**config.mk**
```make
export PLATFORM = sky130hd
export DESIGN_NAME = uart_rx
export DESIGN_NICKNAME = d
export VERILOG_FILES = /design/src/rtl/uart_rx.sv
export SDC_FILE = /design/constraint.sdc
export NUM_CORES = 1
export LEC_CHECK = 0
export ABC_AREA = 1
export BUFFER_PORTS_ARGS = -buffer_cell sky130_fd_sc_hd__buf_2
export CAP_MARGIN = 10
export CORE_UTILIZATION = 55
export CTS_BUF_LIST = sky130_fd_sc_hd__clkbuf_2 sky130_fd_sc_hd__clkbuf_4 sky130_fd_sc_hd__clkbuf_8
export DETAILED_ROUTE_END_ITERATION = 16
export HOLD_SLACK_MARGIN = 0.12
export PLACE_DENSITY = 0.79
export SETUP_SLACK_MARGIN = 0.1
export SLEW_MARGIN = 40
export SYNTH_ARGS = -nofsm -noshare
export SYNTH_HDL_FRONTEND = slang
export SYNTH_SLANG_ARGS = --single-unit
export TNS_END_PERCENT = 10
```
**constraint.sdc**
```tcl
create_clock -name CLKip -period 1.5 [get_ports CLKip]
set_input_delay 0.225 -clock CLKip [delete_from_list [all_inputs] [get_ports CLKip]]
set_output_delay 0.225 -clock CLKip [all_outputs]
set_load 0.005 [all_outputs]
```
**src/rtl/uart_rx.sv**
```systemverilog
// uart_rx: asynchronous serial receiver (8N1 by default) that writes good bytes into a FIFO.
// Define UART_RX_PARITY_EN to add a parity bit after the data bits and the PARITY_ERRo output.
module uart_rx #(
   parameter int CLK_FREQ   = 100_000_000,
   parameter int BAUD_RATE  = 115_200,
   parameter int DATA_WIDTH = 8,
   parameter int PARITY_ODD = 0
) (
   input  logic                  CLKip,
   input  logic                  RSTi,
   input  logic                  RXi,
   input  logic                  FULLi,
   output logic [DATA_WIDTH-1:0] DATAo,
   output logic                  WEo,
   output logic                  FRAME_ERRo,
   output logic                  OVERRUNo,
`ifdef UART_RX_PARITY_EN
   output logic                  PARITY_ERRo,
`endif
   output logic                  BUSYo
);

   localparam int CLKS_PER_BIT = CLK_FREQ / BAUD_RATE;
   localparam int CNT_W        = $clog2(CLKS_PER_BIT);
   localparam int BIT_W        = $clog2(DATA_WIDTH) + 1;

   localparam logic [CNT_W-1:0] CNT_HALF = CNT_W'(CLKS_PER_BIT / 2 - 1);
   localparam logic [CNT_W-1:0] CNT_FULL = CNT_W'(CLKS_PER_BIT - 1);
   localparam logic [BIT_W-1:0] BIT_LAST = BIT_W'(DATA_WIDTH - 1);

   localparam logic [2:0] S_IDLE   = 3'd0;
   localparam logic [2:0] S_START  = 3'd1;
   localparam logic [2:0] S_DATA   = 3'd2;
`ifdef UART_RX_PARITY_EN
   localparam logic [2:0] S_PARITY = 3'd3;
`endif
   localparam logic [2:0] S_STOP   = 3'd4;
   localparam logic [2:0] S_BREAK  = 3'd5;

   generate
      if (CLKS_PER_BIT < 4) begin : g_bad_divisor
         $error("uart_rx: CLK_FREQ/BAUD_RATE must be at least 4");
      end
      if (DATA_WIDTH < 2) begin : g_bad_width
         $error("uart_rx: DATA_WIDTH must be at least 2");
      end
      if (PARITY_ODD != 0 && PARITY_ODD != 1) begin : g_bad_parity
         $error("uart_rx: PARITY_ODD must be 0 or 1");
      end
   endgenerate

   logic                  rx_meta_q;
   logic                  rx_s_q;
   logic [2:0]            state_q,   state_d;
   logic [CNT_W-1:0]      clk_cnt_q, clk_cnt_d;
   logic [BIT_W-1:0]      bit_cnt_q, bit_cnt_d;
   logic [DATA_WIDTH-1:0] shift_q,   shift_d;
   logic [DATA_WIDTH-1:0] data_q,    data_d;
   logic                  we_q,      we_d;
   logic                  fe_q,      fe_d;
   logic                  ovr_q,     ovr_d;
`ifdef UART_RX_PARITY_EN
   logic                  par_q,     par_d;
   logic                  pe_q,      pe_d;
   logic                  par_bad;

   assign par_bad = ((^shift_q) ^ par_q) != 1'(PARITY_ODD);
`endif

   // Synchroniser flops reset to 1 so a reset release on an idle line is not seen as a start edge.
   always_ff @(posedge CLKip or posedge RSTi) begin
      if (RSTi) begin
         rx_meta_q <= 1'b1;
         rx_s_q    <= 1'b1;
      end else begin
         // NOTE: registers update with non-blocking assignments so every flop samples pre-edge values.
         rx_meta_q <= RXi;
         rx_s_q    <= rx_meta_q;
      end
   end

   always_comb begin
      // NOTE: every signal gets a default before the case, so no path leaves one unassigned (no latches).
      state_d   = state_q;
      clk_cnt_d = clk_cnt_q;
      bit_cnt_d = bit_cnt_q;
      shift_d   = shift_q;
      data_d    = data_q;
      we_d      = 1'b0;
      fe_d      = 1'b0;
      ovr_d     = 1'b0;
`ifdef UART_RX_PARITY_EN
      par_d     = par_q;
      pe_d      = 1'b0;
`endif

      case (state_q)
         S_IDLE: begin
            if (!rx_s_q) begin
               state_d   = S_START;
               clk_cnt_d = '0;
            end
         end

         S_START: begin
            if (clk_cnt_q == CNT_HALF) begin
               clk_cnt_d = '0;
               bit_cnt_d = '0;
               state_d   = rx_s_q ? S_IDLE : S_DATA;
            end else begin
               clk_cnt_d = clk_cnt_q + CNT_W'(1);
            end
         end

         S_DATA: begin
            if (clk_cnt_q == CNT_FULL) begin
               clk_cnt_d = '0;
               shift_d   = {rx_s_q, shift_q[DATA_WIDTH-1:1]};
               if (bit_cnt_q == BIT_LAST) begin
                  bit_cnt_d = '0;
`ifdef UART_RX_PARITY_EN
                  state_d   = S_PARITY;
`else
                  state_d   = S_STOP;
`endif
               end else begin
                  bit_cnt_d = bit_cnt_q + BIT_W'(1);
               end
            end else begin
               clk_cnt_d = clk_cnt_q + CNT_W'(1);
            end
         end

`ifdef UART_RX_PARITY_EN
         S_PARITY: begin
            if (clk_cnt_q == CNT_FULL) begin
               clk_cnt_d = '0;
               par_d     = rx_s_q;
               state_d   = S_STOP;
            end else begin
               clk_cnt_d = clk_cnt_q + CNT_W'(1);
            end
         end
`endif

         // Leaving mid stop bit keeps half a bit of margin for the next start edge.
         S_STOP: begin
            if (clk_cnt_q == CNT_FULL) begin
               clk_cnt_d = '0;
               state_d   = S_IDLE;
               if (!rx_s_q) begin
                  fe_d    = 1'b1;
                  state_d = S_BREAK;
`ifdef UART_RX_PARITY_EN
               end else if (par_bad) begin
                  pe_d    = 1'b1;
`endif
               end else if (FULLi) begin
                  ovr_d   = 1'b1;
               end else begin
                  we_d    = 1'b1;
                  data_d  = shift_q;
               end
            end else begin
               clk_cnt_d = clk_cnt_q + CNT_W'(1);
            end
         end

         // A held-low line produces one framing error, then waits for idle.
         S_BREAK: begin
            if (rx_s_q) begin
               state_d = S_IDLE;
            end
         end

         default: begin
            state_d = S_IDLE;
         end
      endcase
   end

   always_ff @(posedge CLKip or posedge RSTi) begin
      if (RSTi) begin
         state_q   <= S_IDLE;
         clk_cnt_q <= '0;
         bit_cnt_q <= '0;
         shift_q   <= '0;
         data_q    <= '0;
         we_q      <= 1'b0;
         fe_q      <= 1'b0;
         ovr_q     <= 1'b0;
`ifdef UART_RX_PARITY_EN
         par_q     <= 1'b0;
         pe_q      <= 1'b0;
`endif
      end else begin
         state_q   <= state_d;
         clk_cnt_q <= clk_cnt_d;
         bit_cnt_q <= bit_cnt_d;
         shift_q   <= shift_d;
         data_q    <= data_d;
         we_q      <= we_d;
         fe_q      <= fe_d;
         ovr_q     <= ovr_d;
`ifdef UART_RX_PARITY_EN
         par_q     <= par_d;
         pe_q      <= pe_d;
`endif
      end
   end

   assign DATAo      = data_q;
   assign WEo        = we_q;
   assign FRAME_ERRo = fe_q;
   assign OVERRUNo   = ovr_q;
`ifdef UART_RX_PARITY_EN
   assign PARITY_ERRo = pe_q;
`endif
   assign BUSYo      = (state_q != S_IDLE);

endmodule
```
==> flow_summary_export.csv, run 1 <==
group,metric,value,unit
clock_network,clkTransAtPathRegs,0.13,ns
place,dp_hpwl,2630,um
yosys,synth-seq-area-share,48.9,%
yosys,synth_mux_area_share,0,%
floorplan,core_area,3360,um^2
sta,max_freq,0.694,GHz
critical_path,worstSetupPathType,"reg2reg",
detailed_routing,first_pass_iters,5,
global_route,use_met3,6.09,%
yosys,synth_compound_area_share,8.60,%
clock_network,h-tree-depth,2,
clock_network,clock_latency,0.36,ns
yosys,synth_xor_area_share,0.898,%
critical_path,worst_setup_path_start_kind,"register",
yosys,synth_area,1950,um^2
detailed_routing,final_antenna_net_count,0,
sta,final.min_clock_period,1.44,ns
sta,drv_slew,0,
yosys,syn-num-nets,246,
detailed_routing,routed_wl,4470,um
critical_path,reg2reg_slack,0.06,ns
yosys,synth-adder-area-share,1.92,%
clock_network,cts_tree,"yes",
global_route,antenna_found_initial,0,
critical_path,r2r-end,"state_q[0]",
hold_path,hold_depth,3,
detailed_routing,drt-wirelength-per-cell,13.7,um
floorplan,die_area,3790,um^2
global_route,globalRouteOverflowTotal,0,
global_route,grt_pass1_vias,1566,
sta,setup_violations,0,
floorplan,initial_core_util,58.0,%
place,gp_congestion,0.922,
job,maxCapViolCount,0,
critical_path,required,1.79,ns
yosys,avgSynthCellArea,8.16,um^2
clock_network,clock-root-buffer,"clkbuf_4",
power_and_ir_drop,power_density,789,nW/um^2
layout,n_fill_cell,264,
critical_path,critical_path_arrival,1.73,ns
layout,layout-drive-gt1-share,33.7,%
layout,n_antenna_cell,0,
layout,area_delta_synth_final,27.2,%
global_route,grt_max_degree,39,
sta,rsz0062_at_grt,"true",
yosys,postSynthCellCount,239,
floorplan,io_pins,16,
place,dp.cells,304,
power_and_ir_drop,power.total,0.00196,W
global_route,use_met2,40.7,%
yosys,synthDistinctLibCells,26,
critical_path,reg2reg_depth,9,
hold_path,whs_endpoint,"OVERRUNo",
floorplan,rows,21,
hold_path,hp-class,"in2reg",
yosys,ys_warn_count,0,
place,port_buffers,15,
layout,final_nets,285,
global_route,met1_usage,28.4,%
global_route,grt_pass1_wl,6530,um
sta,final_hold_viol_count,0,
floorplan,die_w,61.6,um
outcome,status,"complete, no violations",
global_route,gr-max-usage-layer,"met2",
detailed_routing,vias,1754,
detailed_routing,drc,0,
yosys,synth_seq_cells,38,
critical_path,cp_max_fo,5,
yosys,synth-simple-area-share,31.6,%
hold_path,min_from,"FULLi",
clock_network,cts_made_buffers,5,
sta,fin_skew,0.0146,ns
floorplan,die_h,61.6,um
global_route,track_usage,24.0,%
clock_network,clockBufferDepth,2,
yosys,synth_top_family_by_area,"simple AND/OR/NAND/NOR gates",
sta,post-route-period-util,96.0,%
layout,final_cells,325,
detailed_routing,via_per_inst,5.40,
clock_network,clock_sinks,38,
power_and_ir_drop,ir_drop,0.000948,V
critical_path,end_kind,"register",
sta,worstMarginPinSlew,0.472,ns
detailed_routing,drt_iter0_drc,151,
critical_path,r2r-start,"clk_cnt_q[1]",
power_and_ir_drop,p_leak,1.23,nW
sta,slew_headroom,68.5,%
==> per-layer routing <==
layer	wire, um	part of all wire [%]	vias to the layer above
li1	-	-	838
met1	1810	40	838
met2	2300	52	63
met3	245	5.5	15
met4	113	2.5	0
met5	0	0	-
==> cells in the mapped netlist <==
library cell	count	share of area [%]
nand2_1	73	14
dfrtp_1	36	46
inv_1	31	6.0
nand3_1	23	5.9
nor2_1	12	2.3
nand4_1	10	3.2
o21ai_0	10	2.6
o21ai_2	7	3.1
inv_2	5	0.96
nand2_2	5	1.6
o21ai_1	4	1.0
ha_1	3	1.9
buf_6	2	1.2
dfstp_2	2	2.7
nand2_4	2	1.2
nor2_2	2	0.64
nor2_4	2	1.2
xor2_1	2	0.90
a21o_1	1	0.39
a21oi_1	1	0.26
nand3_2	1	0.51
nor3_1	1	0.26
nor3_2	1	0.51
o211ai_1	1	0.39
o21ai_4	1	0.83
or2_1	1	0.32
==> state kept, by name (all words and copies together) (netlist names) <==
signal and cells:
state_q 3, FRAME_ERRo 1, OVERRUNo 1, shift_q 8
rx_s_q 1, DATAo 8, bit_cnt_q 4, clk_cnt_q 10
WEo 1, rx_meta_q 1
==> final cells by class <==
| type | instances | area, um^2 | share of cell area, % |
|---|---|---|---|
| Inverter | 36 | 138 | 5.55 |
| Tap cell | 46 | 57.6 | 2.32 |
| Timing Repair Buffer | 34 | 239 | 9.63 |
| Sequential cell | 38 | 958 | 38.6 |
| Clock buffer | 5 | 37.5 | 1.51 |
| Multi-Input combinational cell | 163 | 982 | 39.6 |
| Clock inverter | 3 | 68.8 | 2.77 |
==> critical path: stages, from the launching register on <==
cell,delay [ns]
dfrtp_2,0.47
inv_2,0.05
ha_1,0.13
inv_1,0.04
nor2_1,0.13
nand3_2,0.12
nand2_4,0.14
buf_4,0.14
nand4_1,0.08
nand2_1,0.08
==> cell usage in the layout (no fill, tap or decap), types with 5 or more instances in the layout <==
cell / netlist / final
buf_2: 0 / 15
buf_4: 0 / 15
clkbuf_4: 0 / 5
dfrtp_1: 36 / 32
inv_1: 31 / 27
inv_2: 5 / 8
nand2_1: 73 / 65
nand2_2: 5 / 7
nand2_4: 2 / 7
nand3_1: 23 / 17
nand3_2: 1 / 6
nand4_1: 10 / 10
nor2_1: 12 / 10
nor2_4: 2 / 6
o21ai_0: 10 / 8
o21ai_1: 4 / 6
o21ai_2: 7 / 7
==> worst max path at each step <==
stage	from	endpoint	slack [ns]	cells after the start
after floorplan	clk_cnt_q[0]	DATAo[1]	0.11	9
after global placement	clk_cnt_q[0]	clk_cnt_q[9]	0.04	8
after detailed placement	clk_cnt_q[0]	clk_cnt_q[9]	-0.005	8
after CTS	state_q[0]	BUSYo	0.07	3
after global routing	state_q[1]	clk_cnt_q[2]	-0.04	7
final	clk_cnt_q[1]	state_q[0]	0.06	9
==> cells by family after synthesis <==
| group | Yosys count |
|---|---|
| XOR/XNOR | 2 |
| AO/OA/AOI/OAI | 25 |
| AND/OR/NAND/NOR | 133 |
| buffers and inverters | 38 |
| adder cells (fa/ha/maj) | 3 |
| flip-flops | 38 |
==> power breakdown <==
part / switching (W) / internal, W
Clock: 0.000369 / 0.000521
Sequential: 0.00000232 / 0.00103
Combinational: 0.0000262 / 0.00000886
==> metrics by stage <==
| step | area [um^2] | hold WS [ns] | setup TNS, ns | util [%] | setup WS, ns |
|---|---|---|---|---|---|
| after global routing | 2480 | 0.148 | -0.0956 | 73.8 | -0.0441 |
| after global placement | 2120 | 0.331 | 0 | 63.1 | 0.0431 |
| after floorplan | 1970 | 0.229 | 0 | - | 0.114 |
| after detailed placement | 2120 | 0.331 | -0.00486 | 63.1 | -0.00486 |
| after CTS | 2330 | 0.130 | 0 | 69.2 | 0.0683 |
| final | 2480 | 0.139 | 0 | 73.8 | 0.0598 |
==> what timing repair did <==
item,CTS,global route
setup endpoints to repair,32,34
hold buffers,2,0
resized for setup,6,35
pin swaps,5,13
buffers inserted,5,6
hold endpoints to repair,37,0
Power figures use the tool's default switching activity.
==> inputs of run 2 (changes only) <==
GPL_TIMING_DRIVEN = 0   (was default)
==> run 2 against run 1 <==
Critical path depth unchanged. Sequential share of layout area up 0.52 points. Power down 17%. Global-route usage up 0.26 points. Critical endpoint is now DATAo[7].
==> flow_summary_export.csv, run 2 (synthesis gave the netlist of run 1 again) <==
group,metric,value,unit
critical_path,reg2reg_slack,0.05,ns
sta,final_hold_viol_count,0,
global_route,track_usage,24.2,%
layout,n_fill_cell,278,
clock_network,cts_made_buffers,5,
detailed_routing,drt_iter0_drc,75,
floorplan,core_area,3360,um^2
hold_path,hp-class,"reg2reg",
global_route,grt_pass1_wl,6640,um
place,dp_hpwl,2550,um
global_route,globalRouteOverflowTotal,0,
clock_network,h-tree-depth,2,
floorplan,initial_core_util,58.0,%
sta,max_freq,0.689,GHz
floorplan,io_pins,16,
critical_path,critical_path_arrival,1.70,ns
clock_network,cts_tree,"yes",
power_and_ir_drop,power.total,0.00163,W
sta,worstMarginPinSlew,0.648,ns
job,maxCapViolCount,0,
sta,rsz0062_at_grt,"true",
sta,post-route-period-util,96.8,%
clock_network,clockBufferDepth,2,
sta,finalSetupTns,0,ns
critical_path,worst_setup_path_start_kind,"register",
sta,slew_headroom,56.7,%
floorplan,die_w,61.6,um
outcome,status,"complete, no violations",
layout,finalInstanceArea,2440,um^2
sta,final.min_clock_period,1.45,ns
detailed_routing,final_antenna_net_count,0,
layout,final_nets,285,
power_and_ir_drop,power_density,668,nW/um^2
sta,drv_slew,0,
sta,hold_ws,0.361,ns
layout,layout-drive-gt1-share,32.6,%
detailed_routing,drc,0,
layout,layout_common_cells,"nand2_1 (64), dfrtp_1 (33), inv_1 (29)",
floorplan,rows,21,
place,port_buffers,15,
sta,setup_violations,0,
sta,fin_skew,0.00533,ns
layout,n_antenna_cell,0,
clock_network,clock_latency,0.34,ns
global_route,grt_pass1_vias,1624,
critical_path,cp_max_fo,8,
clock_network,clkTransAtPathRegs,0.11,ns
place,gp_congestion,0.854,
power_and_ir_drop,p_leak,1.24,nW
layout,multi_input_area,983,um^2
detailed_routing,routed_wl,4170,um
layout,regArea,957,um^2
global_route,grt_max_degree,39,
global_route,antenna_found_initial,0,
floorplan,die_h,61.6,um
detailed_routing,via_per_inst,5.28,
detailed_routing,vias,1717,
critical_path,worstSetupPathType,"reg2reg",
clock_network,clock-root-buffer,"clkbuf_4",
clock_network,clock_sinks,38,
detailed_routing,drt-wirelength-per-cell,12.8,um
power_and_ir_drop,ir_drop,0.000401,V
place,place_area,2100,um^2
critical_path,end_kind,"register",
detailed_routing,first_pass_iters,4,
layout,final_cells,325,
layout,final_common_cell,"nand2_1",
layout,area_delta_synth_final,25.3,%
floorplan,die_area,3790,um^2
place,dp.cells,300,
layout,largest-register,"clk_cnt_q",
critical_path,required,1.75,ns
layout,largest_reg_flops,10,
==> run 2: cell types whose count changed in the layout (fill, tap and decap cells not counted), sizes merged <==
cell         previous run  this run
buf                    32        29
dlygate4sd3             2         3
clkbuf                  5         8
clkinv                  1         2
bufinv                  2         0
o21ai                  22        23
inv                    36        35
==> run 2: metal layers <==
| layer | share of wire (%) | GRT usage, % | up-vias |
|---|---|---|---|
| met5 | 0 | 0 | - |
| met4 | 2.5 | 9.84 | 0 |
| met3 | 5.1 | 6.30 | 12 |
| met2 | 51 | 43.6 | 57 |
| met1 | 41 | 27.0 | 809 |
| li1 | - | - | 839 |
==> run 2: final timing paths <==
check / depth (start not counted) / start / end
setup / recovery: 9 / clk_cnt_q[4] / DATAo[7]
setup reg to reg: 9 / clk_cnt_q[4] / DATAo[7]
max in group asynchronous: 3 / RSTi / clk_cnt_q[0]
min in group asynchronous: 3 / RSTi / bit_cnt_q[3]
hold reg to reg: 0 / rx_meta_q / rx_s_q
hold / removal: 0 / rx_meta_q / rx_s_q
==> run 2: worst max-delay path, cell delays in order (launching register included) <==
cell     delay [ns]
dfrtp_1        0.46
inv_2          0.14
nand3_4        0.08
nor2_4         0.17
nand2_4        0.09
inv_2          0.08
nand2_4        0.09
buf_8          0.15
nand2_2        0.05
o21ai_2        0.04
==> run 2: area by class of cell <==
class	count	share of cell area (%)
multi-input cells	164	40.2
flip-flops and latches	38	39.2
repair buffers	31	9.01
inverters	36	5.58
clock buffers	7	2.41
well taps	46	2.35
plain buffers	2	1.07
clock inverters	1	0.205
==> run 2: report_power, final <==
part	total (W)	internal (W)	switching, W
Combinational	0.0000342	0.00000883	0.0000253
Sequential	0.00103	0.00103	0.00000148
Clock	0.000569	0.000245	0.000324
==> run 2: stage by stage <==
stage          utilization (%)  setup WS [ns]
2_1_floorplan                -          0.114
3_3_place_gp              62.5        -0.0614
3_5_place_dp              62.5        -0.0928
4_1_cts                   68.6         0.0627
5_1_grt                   72.7        -0.0270
6_report                  72.7         0.0476
==> run 2: what timing repair did <==
item | CTS | global route
hold buffers | 2 | 1
hold endpoints to repair | 37 | 1
pin swaps | 5 | 6
gates cloned | 1 | 1
gates resized for setup | 12 | 22
setup endpoints to repair | 30 | 31
buffers inserted | 9 | 3
==> inputs of run 3 (changes only) <==
ABC_AREA = default   (was 1)
==> run 3 against run 2 <==
The run now ends with setup timing left. Via count fell by 13%. Sequential share of layout area rose by 1.8 points. Highest routed layer unchanged. Cell area fell by 4.3%. Power rose by 21%. Final cell count fell by 24%. Combinational power fell by 8.8%. Setup slack got worse by 0.66 ns. Critical path depth fell by 4. Sequential power barely moved. Clock skew rose by 0.0065 ns. First-iteration DRC count did not move.
==> flow_summary_export.csv, run 3 <==
group,metric,value,unit
detailed_routing,drc,0,
clock_network,clockBufferDepth,2,
global_route,grt_max_degree,39,
clock_network,clock_latency,0.35,ns
sta,setup_ws,-0.610,ns
global_route,grt_pass1_vias,1469,
critical_path,reg2reg_slack,-0.61,ns
layout,regArea,958,um^2
layout,layout_common_cells,"dfrtp_1 (32), nand2_1 (17), buf_2 (15)",
place,dp.cells,224,
layout,area_delta_synth_final,27.7,%
yosys,synth_seq_cells,38,
critical_path,worst_setup_path_start_kind,"register",
yosys,avgSynthCellArea,11.1,um^2
yosys,synth_area,1830,um^2
detailed_routing,final_antenna_net_count,0,
layout,largest-register,"clk_cnt_q",
yosys,synthDistinctLibCells,41,
sta,drv_slew,0,
place,gp_congestion,0.843,
layout,largest_reg_flops,10,
critical_path,critical_path_arrival,2.34,ns
layout,final_nets,209,
layout,final_common_cell,"dfrtp_1",
floorplan,core_area,3100,um^2
sta,setup_violations,37,
yosys,synth_edf_count,0,
clock_network,clkTransAtPathRegs,0.12,ns
outcome,violations,"setup timing",
layout,finalInstanceArea,2340,um^2
yosys,postSynthCellCount,165,
floorplan,rows,20,
layout,final_cells,247,
yosys,async_flop_share,100,%
layout,n_antenna_cell,0,
yosys,synth_top_area_share,49.2,%
floorplan,die_h,59.7,um
yosys,synth_area_leaders,"dfrtp_1 (49%), mux2_4 (6.6%), mux2_2 (4.9%), nand2_1 (3.5%), o21ai_0 (3.3%)",
layout,layout-drive-gt1-share,42.9,%
sta,final_hold_viol_count,0,
yosys,yosysMostFrequentCell,"dfrtp_1",
place,port_buffers,15,
place,dp_hpwl,2440,um
yosys,synth-seq-area-share,52.0,%
clock_network,clock_sinks,38,
detailed_routing,drt_iter0_drc,75,
floorplan,die_w,59.7,um
global_route,globalRouteOverflowTotal,0,
sta,final.min_clock_period,2.11,ns
outcome,status,"finished, violations left",
sta,fin_skew,0.0119,ns
floorplan,io_pins,16,
clock_network,clock-root-buffer,"clkbuf_4",
clock_network,cts_tree,"yes",
power_and_ir_drop,ir_drop,0.000522,V
detailed_routing,first_pass_iters,4,
power_and_ir_drop,power_density,847,nW/um^2
yosys,synth_ff_type,"dfrtp_1",
place,place_area,1970,um^2
power_and_ir_drop,p_leak,1.13,nW
hold_path,hp-class,"in2reg",
yosys,ys_warn_count,0,
layout,fin_util,75.4,%
layout,multi_input_area,902,um^2
critical_path,end_kind,"register",
job,maxCapViolCount,0,
critical_path,required,1.73,ns
yosys,synth_top_area_cell,"dfrtp_1",
detailed_routing,vias,1492,
clock_network,h-tree-depth,2,
yosys,synth_common_cells,"dfrtp_1 (36), nand2_1 (17), o21ai_0 (12)",
global_route,antenna_found_initial,0,
floorplan,initial_core_util,59.0,%
detailed_routing,routed_wl,4610,um
sta,slew_headroom,57.7,%
global_route,track_usage,26.9,%
clock_network,cts_made_buffers,5,
critical_path,worstSetupPathType,"reg2reg",
sta,hold_ws,0.142,ns
detailed_routing,drt-wirelength-per-cell,18.7,um
sta,worstMarginPinSlew,0.634,ns
yosys,syn-num-nets,172,
critical_path,cp_max_fo,6,
layout,n_fill_cell,202,
sta,max_freq,0.474,GHz
detailed_routing,via_per_inst,6.04,
global_route,grt_pass1_wl,6860,um
sta,rsz0062_at_grt,"true",
floorplan,die_area,3570,um^2
sta,post-route-period-util,141,%
==> run 3: cell type report <==
class                           instances  area share (%)
Clock inverter                          2            2.57
Inverter                                7            1.18
Multi-Input combinational cell        113            38.6
Clock buffer                            6            2.19
Buffer                                  6            2.30
Timing Repair Buffer                   31            9.89
Sequential cell                        38            41.0
Tap cell                               44            2.35
==> run 3: logic make-up (layout without fill, tap and decap cells) <==
family | after synthesis | after routing | synth area share (%)
buffers and inverters | 14 | 52 | 3.28
flip-flops | 38 | 38 | 52.0
adder cells (fa/ha/maj) | 3 | 3 | 2.05
AND/OR/NAND/NOR | 60 | 60 | 19.4
AO/OA/AOI/OAI | 34 | 34 | 11.7
multiplexers | 16 | 16 | 11.5
==> run 3: path summary, 6_finish.rpt <==
path	to	startpoint	cells after the start
max	DATAo[7]	clk_cnt_q[3]	5
min	OVERRUNo	FULLi	3
max reg2reg	DATAo[7]	clk_cnt_q[3]	5
min reg2reg	rx_s_q	rx_meta_q	0
max in group asynchronous	clk_cnt_q[7]	RSTi	3
min in group asynchronous	DATAo[6]	RSTi	3
==> run 3: worst max-delay path, stage by stage (launching register included) <==
cell	delay [ns]
dfrtp_1	0.47
nor3b_4	0.32
nand4_4	0.15
or4b_4	0.59
buf_8	0.17
mux2_4	0.30
==> run 3: stage by stage <==
| step | power [W] | worst slack (ns) | TNS, ns |
|---|---|---|---|
| finish | 0.00198 | -0.610 | -17.47 |
| global route | 0.00202 | -0.656 | -20.37 |
| CTS | 0.00198 | -0.584 | -16.41 |
| detailed placement | 0.00108 | -0.683 | -17.99 |
| global placement | 0.00108 | -0.630 | -17.91 |
| floorplan | 0.00107 | -0.510 | -10.34 |
==> run 3: what timing repair did <==
item,4_1_cts,5_1_grt
setup endpoints to repair,35,37
gates resized for setup,15,23
endpoints found under the hold margin,37,0
pin swaps,9,6
hold buffers,2,0
buffers inserted,10,3
gates cloned,2,0
==> run 3: routing by layer <==
| metal | global-route usage (%) | part of all wire, % |
|---|---|---|
| met3 | 5.41 | 4.0 |
| met2 | 51.1 | 55 |
| met1 | 28.7 | 38 |
| met5 | 0 | 0 |
| met4 | 11.0 | 3.2 |
==> run 3: report_power, final <==
part           internal, W  switching (W)  total [W]
logic           0.00000825      0.0000229  0.0000312
clock network     0.000565       0.000352   0.000916
registers          0.00103     0.00000559    0.00103
